===== config.mk =====
export PLATFORM = sky130hd
export DESIGN_NAME = warn_blink_ctrl
export DESIGN_NICKNAME = d
export VERILOG_FILES = /design/src/rtl/warn_blink_ctrl.sv
export SDC_FILE = /design/constraint.sdc
export NUM_CORES = 1
export LEC_CHECK = 0
export CORE_MARGIN = 1
export CORE_UTILIZATION = 60
export DETAILED_ROUTE_END_ITERATION = 8
export GPL_TIMING_DRIVEN = 0
export PLACE_DENSITY = 0.93
export SLEW_MARGIN = 30
export SYNTH_ARGS = -nofsm -noshare
export SYNTH_HDL_FRONTEND = slang
export SYNTH_SLANG_ARGS = --single-unit

===== constraint.sdc =====
create_clock -name clk -period 7.55 [get_ports clk]
set_input_delay 2.265 -clock clk [delete_from_list [all_inputs] [get_ports clk]]
set_output_delay 2.265 -clock clk [all_outputs]
set_load 0.005 [all_outputs]

===== src/rtl/warn_blink_ctrl.sv =====
// warn_blink_ctrl: persistence + hysteresis qualifier that turns sensor samples into a level blink request.
// Latency: blink is registered and updates on the same edge that samples the qualifying sample (0 extra cycles).
// Backpressure: none; every sample_valid strobe is consumed in the cycle it is presented.
//
// Ports:
//   clk, reset           rising-edge clock, synchronous active-high reset
//   sample_valid/sample  one-cycle strobe + unsigned sensor value
//   thresh_hi/thresh_lo  entry (sample >= hi) and exit (sample < lo) thresholds
//   ack                  operator acknowledge, present only with WARN_LATCH_EN
//   blink                registered blink request
// Optional feature: define WARN_LATCH_EN to latch the warning after hold expiry until ack.
module warn_blink_ctrl #(
    parameter int C_W         = 8,
    parameter int C_ARM       = 3,
    parameter int C_ARM_BITS  = 2,
    parameter int C_HOLD      = 25000000,
    parameter int C_HOLD_BITS = 25
) (
    input  logic           clk,
    input  logic           reset,
    input  logic           sample_valid,
    input  logic [C_W-1:0] sample,
    input  logic [C_W-1:0] thresh_hi,
    input  logic [C_W-1:0] thresh_lo,
`ifdef WARN_LATCH_EN
    input  logic           ack,
`endif
    output logic           blink
);

    typedef enum logic [2:0] {
        S_IDLE  = 3'd0,
        S_ARM   = 3'd1,
        S_WARN  = 3'd2,
        S_HOLD  = 3'd3,
        S_LATCH = 3'd4
    } state_t;

    localparam logic [C_ARM_BITS-1:0]  ARM_TARGET = C_ARM_BITS'(C_ARM);
    localparam logic [C_HOLD_BITS-1:0] HOLD_INIT  = C_HOLD_BITS'(C_HOLD - 1);

    state_t                 state, state_nxt;
    logic [C_ARM_BITS-1:0]  arm_cnt, arm_nxt, arm_inc;
    logic [C_HOLD_BITS-1:0] hold_cnt, hold_nxt;
    logic                   blink_nxt;
    logic                   over, clear;
    logic                   v_over, v_clear, v_not_clear;

    // Thresholds are compared combinationally against the sample of the same cycle.
    assign over        = (sample >= thresh_hi);
    assign clear       = (sample <  thresh_lo);
    assign v_over      = sample_valid & over;
    assign v_clear     = sample_valid & clear;
    assign v_not_clear = sample_valid & ~clear;
    assign arm_inc     = arm_cnt + C_ARM_BITS'(1);

    always_comb begin
        state_nxt = state;
        arm_nxt   = arm_cnt;
        hold_nxt  = hold_cnt;

        case (state)
            S_IDLE: begin
                if (v_over) begin
                    if (C_ARM == 1) begin
                        state_nxt = S_WARN;
                    end else begin
                        arm_nxt   = C_ARM_BITS'(1);
                        state_nxt = S_ARM;
                    end
                end
            end

            S_ARM: begin
                // Only valid samples advance or break the streak; idle cycles leave it alone.
                if (sample_valid) begin
                    if (over) begin
                        if (arm_inc == ARM_TARGET) begin
                            arm_nxt   = '0;
                            state_nxt = S_WARN;
                        end else begin
                            arm_nxt = arm_inc;
                        end
                    end else begin
                        arm_nxt   = '0;
                        state_nxt = S_IDLE;
                    end
                end
            end

            S_WARN: begin
                if (v_clear) begin
                    hold_nxt  = HOLD_INIT;
                    state_nxt = S_HOLD;
                end
            end

            S_HOLD: begin
                // A non-clear sample abandons the hold, even on the expiry cycle.
                if (v_not_clear) begin
                    state_nxt = S_WARN;
                end else if (hold_cnt == '0) begin
`ifdef WARN_LATCH_EN
                    state_nxt = S_LATCH;
`else
                    state_nxt = S_IDLE;
`endif
                end else begin
                    hold_nxt = hold_cnt - C_HOLD_BITS'(1);
                end
            end

`ifdef WARN_LATCH_EN
            S_LATCH: begin
                // A fresh over sample re-warns immediately and beats a same-cycle ack.
                if (v_over) begin
                    state_nxt = S_WARN;
                end else if (ack) begin
                    state_nxt = S_IDLE;
                end
            end
`endif

            default: begin
                arm_nxt   = '0;
                hold_nxt  = '0;
                state_nxt = S_IDLE;
            end
        endcase

`ifdef WARN_LATCH_EN
        blink_nxt = (state_nxt == S_WARN) || (state_nxt == S_HOLD) || (state_nxt == S_LATCH);
`else
        blink_nxt = (state_nxt == S_WARN) || (state_nxt == S_HOLD);
`endif
    end

    always_ff @(posedge clk) begin
        if (reset) begin
            state    <= S_IDLE;
            arm_cnt  <= '0;
            hold_cnt <= '0;
            blink    <= 1'b0;
        end else begin
            state    <= state_nxt;
            arm_cnt  <= arm_nxt;
            hold_cnt <= hold_nxt;
            blink    <= blink_nxt;
        end
    end

endmodule


# == Word level (Yosys, flattened, before mapping) ==
# Cells that the tools add are included.
# word_totals
reg_bits,31
latch_bits,0
mem_bits_rw,0
rom_bits,0
memories,0
# classes
addsub,2
multipliers,0
n_div,0
n_lt_le_gt_ge,2
eq_ne,11
shifts,0
n_mux,17
bitwise,6
reduce_logical,7
# ops
op,count
2-to-1 mux 25 bit,3
case mux 25 bit (3 select lines),1
logical NOT 25 bit,1
subtractor 25 x 1 -> 25 bit (second input constant),1
2-to-1 mux 3 bit,7
equality test 3 x 2 -> 1 bit (second input constant),4
case mux 3 bit (4 select lines),1
inequality test 2 bit (second input constant),5
>= comparator 8 bit,1
< comparator 8 bit,1
2-to-1 mux 2 bit,4
case mux 2 bit (3 select lines),1
AND reduction 4 bit,1
OR reduction 2 bit,2
AND 1 bit,3
equality test 3 x 1 -> 1 bit (second input constant),1
logical NOT 3 bit,1
inverter 1 bit,3
AND reduction 3 bit,1
adder 2 x 1 -> 2 bit (second input constant),1
equality test 2 bit (second input constant),1
logical OR 1 bit,1

# == Depth between registers and ports, before layout ==
# Gate-level depths: netlist (run 1).
# depth
depth_word,8
mapped_depth,9

# == Least setup slack after synthesis (run 1) ==
# Ideal clock, no wire load.
# synth_timing
path_type,input to register
start,in thresh_lo[7]
end,reg hold_cnt[24]
setup_ns,0.122
arrival_ns,4.024
t_required_ns,7.428
path_slack_ns,3.405
cell_stages,9
n_path_buf,1
cell_sequence,inv_1 -> ha_1 -> nand4_1 -> or2_0 -> o32ai_2 -> nor4_4 -> and2_4 -> buf_6 -> a221o_1
# synth_between
elab_chain_cells,5
word_cells_on_any_way,7
cone_classes,order compare: 1; eq/ne: 2; bitwise: 3; reduce/logical: 1
# synth_lines
item,line,rtl
from (decl),24,"input logic [C_W-1:0] thresh_lo,"
< comparator 8 bit (*),51,assign clear = (sample < thresh_lo);
inverter 1 bit,54,assign v_not_clear = sample_valid & ~clear;
AND 1 bit,54,
inequality test 2 bit (no line),-,
AND reduction 4 bit (no line) (*),-,
to (signal assigned),147,hold_cnt <= hold_nxt;
to (decl),44,"logic [C_HOLD_BITS-1:0] hold_cnt, hold_nxt;"
# Mark *: on every way between the ends. The rest lies on a longest branch, timed or not.
# A chain may end at the register's enable or synchronous reset.

# == Worst setup path in the final report (run 1) ==
# layout_timing
start,in thresh_lo[7]
end,reg state[1]
# layout_between
elab_chain_cells,5
word_cells_on_any_way,7
cone_classes,order compare: 1; mux: 3; bitwise: 3
# layout_lines
item,line,rtl
< comparator 8 bit (*),51,
inverter 1 bit,54,
AND 1 bit,54,
2-to-1 mux 3 bit,100,if (v_not_clear) begin
case mux 3 bit (4 select lines) (*),62,case (state)
to (signal assigned),145,state <= state_nxt;
to (decl),42,"state_t state, state_nxt;"
# Marks and branches as above.

==> impl_metrics.yaml, run 1 <==
cells_and_area:
  antenna_cells: 0
  area_growth_pct: 18.3
  drive_gt1_frac: 0.110
  final_common_cell: "dfxtp_1"
  fillCellCount: 251
  final_cell_mix: "31 x dfxtp_1, 27 x clkdlybuf4s50_1, 24 x inv_1"
  nNetsFinal: 342
sta:
  setup_viol: 0
  slew_headroom: 0.498
  fin_setup_tns_ns: 0
  min_period_over_period: 0.608
  worst_pin_slew_ns: 0.749
  clock.fmax_mhz: 218
  post-route-min-period_ns: 4.59
  timing.hold.ws_ns: 0.533
  maxSlewViolCount: 0
  setup_ws_ns: 2.96
  skew_ns: 0.0153
  hold_viol: 0
  rsz0062_at_grt: "no"
global_routing:
  grt_max_degree: 11
  grt-ovfl-total: 0
  grt_pass1_wl_um: 9530
  antenna_found_initial: 0
  track_usage: 0.310
  first_global_vias: 2128
pwr:
  p_comb_frac: 0.208
  p_switching_mw: 0.103
  power_frac_seq: 0.472
  power_frac_clock: 0.320
  power_density_nw_per_um2: 137
  max-vdd-ir-drop_mv: 0.0959
  p_int_mw: 0.253
  p_leak_nw: 1.05
  switching_share: 0.289
drt:
  first_pass_iters: 5
  drc_errors: 0
  vias: 2192
  antenna_left: 0
  totalWireLength_um: 5700
  vias_per_cell: 6.35
  wl_per_cell_um: 16.5
  drt-initial-drc-count: 207
synthesis:
  synth_fp_nets: 308
  synth_seq_cells: 31
  ys_seq_area_frac: 0.282
  synth-warning-count: 0
  netlist_instances: 264
  synth_cell_types: 61
  synth_area_leaders: "dfxtp_1 28%, ha_1 9.7%, o21ai_0 4.8%, inv_1 4.1%, nor2_1 3.9%"
  syn-cell-area_um2: 2200
  synthFlopType: "dfxtp_1"
  async_reset_ff_frac: 0
  syn_area_per_cell_um2: 8.32
  netlist.area_leader.share: 0.282
  yosys.area.top_type: "dfxtp_1"
  synth_edf_count: 0
clock_tree:
  cts_buffers: 5
  root_buffer: "clkbuf_4"
  post_cts_buffers: 0
  cts_resized: 0
  cts_max_path_buffers: 2
  htree_levels: 2
  clk_pin_slew_ns: 0.11
  clock_insertion_delay_worst_skew_ns: 0.34
  postCtsHoldBufs: 0
  cts_tree: "yes"
  clock_sinks: 31
worst_setup_path:
  crit_chain: "clkdlybuf4s50_1 -> inv_1 -> ha_1 -> nand4_1 -> or2_0 -> o32ai_2 -> clkbuf_1 -> o21ai_0 -> a21oi_1"
  critPathTopFamily: "buffers and inverters"
  worstPathRequired_ns: 7.82
  crit_fanout: 10
  critPathSlowestCell: "o32ai_2"
  crit_type: "in2reg"
  startpoint_type: "primary input"
  worstSetupStartpoint: "thresh_lo[7]"
  slowest_delay_ns: 0.49
  end_kind: "flop"
  worstPathArrival_ns: 4.86
  timing.rr.start: "hold_cnt[0]$_SDFFE_PP0P_"
  cp.buffers_inverters: 3
place:
  place.detailed.hpwl_um: 4200
  gp_congestion: 0.950
  pre_cts_slack_ns: 2.69
  io_buffers: 27
floorplanning:
  core_um2: 3420
  dieHeight_um: 62.5
  dieWidth_um: 62.5
  num_rows: 21
  dieArea_um2: 3910
  io_pins: 28
  initial_core_util: 0.643
min_path:
  hold_class: "reg2reg"
  holdCritStartpoint: "arm_cnt[1]$_SDFFE_PP0P_"
job:
  maxCapViolCount: 0
status:
  status: "complete, no violations"
## state kept, by name, summed over array words and instances, names as in the netlist
name      cells
state         3
blink         1
arm_cnt       2
hold_cnt     25
## metrics by stage
step,total power [mW],cell area (um^2),utilization,cells
finish,0.356,2600,0.761,345
global placement,0.241,2520,0.739,337
CTS,0.354,2600,0.761,345
floorplan,0.215,2200,-,264
global route,0.370,2600,0.761,345
detailed placement,0.244,2530,0.741,337
## synth_stat cells (all sizes together) (3+ instances only)
master / n
dfxtp: 31
inv: 24
nor2: 24
o21ai: 22
nand2: 20
ha: 17
a21oi: 16
nor3: 10
nor4: 9
o31ai: 9
xnor2: 7
a32o: 6
nand3: 6
nand2b: 5
clkbuf: 4
o41ai: 4
or3: 4
a22o: 3
a311oi: 3
buf: 3
nand4: 3
or2: 3
## worst paths after layout
kind / slack, ns / cells past startpoint / end
max: 2.96 / 9 / state[1]$_SDFF_PP0_
min: 0.53 / 2 / arm_cnt[1]$_SDFFE_PP0P_
max reg2reg: 5.00 / 9 / hold_cnt[16]$_SDFFE_PP0P_
min reg2reg: 0.53 / 2 / arm_cnt[1]$_SDFFE_PP0P_
## logic make-up (layout without fill, tap and decap cells)
group / count (synthesis) / after routing / share of synthesized area
AND/OR/NAND/NOR: 97 / 97 / 0.253
AO/OA/AOI/OAI: 80 / 80 / 0.274
flip-flops: 31 / 31 / 0.282
buffers and inverters: 31 / 66 / 0.0643
adder cells (fa/ha/maj): 17 / 17 / 0.0968
XOR/XNOR: 7 / 7 / 0.0279
other: 1 / 1 / 0.00171
## power by group through the flow
stage | Combinational (mW) | Sequential [mW] | Clock (mW)
final | 0.0741 | 0.168 | 0.114
after global routing | 0.0808 | 0.168 | 0.120
after CTS | 0.0730 | 0.168 | 0.113
after detailed placement | 0.0723 | 0.172 | 0
after global placement | 0.0692 | 0.172 | 0
after floorplan | 0.0442 | 0.171 | 0
## area by class of cell
type                       instances  area (um^2)  area share
sequential                        31          621       0.239
timing repair buffer              27          270       0.104
multi-input combinational        202         1440       0.554
inverter                          24         90.1      0.0347
tap                               46         57.6      0.0221
buffer                             7         51.3      0.0197
clock buffer                       8         68.8      0.0265
## metal layers
metal  routed length (um)  vias to the layer above  global-route usage
met1                 2450                     1030               0.394
met3                  480                       12              0.0675
met5                    0                        -                   0
li1                     -                     1049                   -
met4                   93                        0               0.128
met2                 2670                      101               0.507
## worst reg2reg max path: stages, from the launching register on
cell and delay [ns]:
dfxtp_1 0.35, inv_1 0.12, ha_1 0.22, or4b_2 0.59
clkbuf_1 0.22, nor3_2 0.25, nand3_1 0.22, nor2_1 0.14
o21ai_0 0.08, a32o_1 0.27
No activity file was read; power rests on OpenSTA's default activity.
==> inputs of run 2 (changes only) <==
Settings changed: CORE_UTILIZATION 60 to 55, PLACE_DENSITY 0.93 to 0.86.
Clock period 7.55 ns to 4.3 ns, I/O delays scaled along.
==> run 2 against run 1 <==
Clock-buffer cell count is 1 lower. Via count shrank 3.0%. Flip-flop and latch count did not move. Register-to-register slack lost 3.3 ns. Hold slack worse by 0.052 ns. First-iteration DRC count decreased by 15%.
==> impl_metrics.yaml, run 2 (synthesis gave the netlist of run 1 again) <==
status:
  status: "complete, no violations"
floorplanning:
  dieWidth_um: 65.2
  dieHeight_um: 65.2
  dieArea_um2: 4250
  io_pins: 28
  initial_core_util: 0.587
  core_um2: 3740
  num_rows: 22
worst_setup_path:
  worstReg2RegEnd: "hold_cnt[24]$_SDFFE_PP0P_"
  crit_type: "in2reg"
  timing.rr.start: "hold_cnt[0]$_SDFFE_PP0P_"
  r2r_slack_ns: 1.72
  worstPathRequired_ns: 4.44
  r2r_cells: 9
  crit_fanout: 10
  end_kind: "flop"
  worstPathArrival_ns: 3.81
  startpoint_type: "primary input"
clock_tree:
  cts_max_path_buffers: 2
  post_cts_buffers: 0
  postCtsHoldBufs: 0
  clock_sinks: 31
  root_buffer: "clkbuf_8"
  cts_buffers: 5
  clock_insertion_delay_worst_skew_ns: 0.28
  clk_pin_slew_ns: 0.06
  cts_resized: 0
  htree_levels: 2
  cts_tree: "yes"
cells_and_area:
  antenna_cells: 0
  area_growth_pct: 19.0
  final_cell_mix: "31 x dfxtp_1, 27 x clkdlybuf4s50_1, 24 x inv_1"
  postLayoutCellArea_um2: 2610
  top_register: "hold_cnt"
  drive_gt1_frac: 0.107
  utilization: 0.698
  instances_no_fill: 347
  largest_reg_flops: 25
  nNetsFinal: 342
  final_common_cell: "dfxtp_1"
  top_regs: "hold_cnt (25), state (3), arm_cnt (2)"
  fillCellCount: 330
job:
  maxCapViolCount: 0
sta:
  timing.hold.ws_ns: 0.481
  min_period_over_period: 0.853
  rsz0062_at_grt: "no"
  maxSlewViolCount: 0
  hold_viol: 0
  fin_setup_tns_ns: 0
  setup_viol: 0
  post-route-min-period_ns: 3.67
  slew_headroom: 0.542
  clock.fmax_mhz: 273
  skew_ns: 0.00541
  worst_pin_slew_ns: 0.683
drt:
  vias_per_cell: 6.13
  totalWireLength_um: 5470
  wl_per_cell_um: 15.8
  first_pass_iters: 5
  drc_errors: 0
  drt-initial-drc-count: 176
  antenna_left: 0
  vias: 2126
pwr:
  max-vdd-ir-drop_mv: 0.217
  p_leak_nw: 1.05
  power_density_nw_per_um2: 245
global_routing:
  grt_max_degree: 11
  first_global_vias: 2179
  antenna_found_initial: 0
  track_usage: 0.299
  grt-ovfl-total: 0
  grt_pass1_wl_um: 9830
place:
  place.detailed.hpwl_um: 4150
  place_area_um2: 2530
  dp_cells: 339
  io_buffers: 27
  gp_congestion: 0.951
min_path:
  hold_class: "reg2reg"
  holdCritStartpoint: "arm_cnt[1]$_SDFFE_PP0P_"
  min_path_cells: 2
  hold_path_end: "arm_cnt[1]$_SDFFE_PP0P_"
==> run 2: worst max-delay path by stage <==
stage | start | endpoint | slack, ns | cells past startpoint
after floorplan | thresh_lo[7] | hold_cnt[24]$_SDFFE_PP0P_ | 1.13 | 9
after global placement | thresh_lo[1] | hold_cnt[6]$_SDFFE_PP0P_ | 0.45 | 7
after detailed placement | thresh_lo[5] | hold_cnt[9]$_SDFFE_PP0P_ | 0.37 | 10
after CTS | thresh_lo[5] | hold_cnt[23]$_SDFFE_PP0P_ | 0.66 | 10
after global routing | thresh_lo[7] | hold_cnt[23]$_SDFFE_PP0P_ | 0.45 | 10
final | thresh_lo[5] | hold_cnt[23]$_SDFFE_PP0P_ | 0.63 | 10
==> run 2: metrics by stage <==
stage / worst slack, ns / power [mW]
final: 0.632 / 0.639
after global routing: 0.447 / 0.670
after CTS: 0.655 / 0.642
after detailed placement: 0.368 / 0.427
after global placement: 0.446 / 0.422
after floorplan: 1.13 / 0.378
==> run 2: layer usage <==
metal / routed length, um / global-route usage / part of all wire / vias up
li1: - / - / - / 1052
met1: 2430 / 0.387 / 0.44 / 978
met2: 2550 / 0.492 / 0.47 / 84
met3: 406 / 0.0538 / 0.074 / 12
met4: 84 / 0.109 / 0.015 / 0
met5: 0 / 0 / 0 / -
==> run 2: area by class of cell <==
| cell class | instances | area (um^2) | share of cell area |
|---|---|---|---|
| repair buffers | 27 | 270 | 0.103 |
| inverters | 24 | 90.1 | 0.0345 |
| clock buffers | 7 | 76.3 | 0.0292 |
| multi-input cells | 202 | 1440 | 0.551 |
| clock inverters | 1 | 5.00 | 0.00191 |
| plain buffers | 7 | 51.3 | 0.0196 |
| flip-flops and latches | 31 | 621 | 0.237 |
| well taps | 48 | 60.1 | 0.0230 |
==> run 2: worst max-delay path, stage by stage <==
cell and delay [ns]:
clkdlybuf4s50_1 0.46, inv_1 0.04, ha_1 0.29, nand4_1 0.13, or2_0 0.26, o32ai_2 0.50, clkbuf_1 0.45, nor3_1 0.16
xnor2_1 0.17, nor2_1 0.05
==> run 2: report_power, final <==
group          internal (mW)  switching (mW)  total (mW)
Sequential             0.291         0.00442       0.295
Clock                  0.113           0.104       0.217
Combinational         0.0574          0.0696       0.127
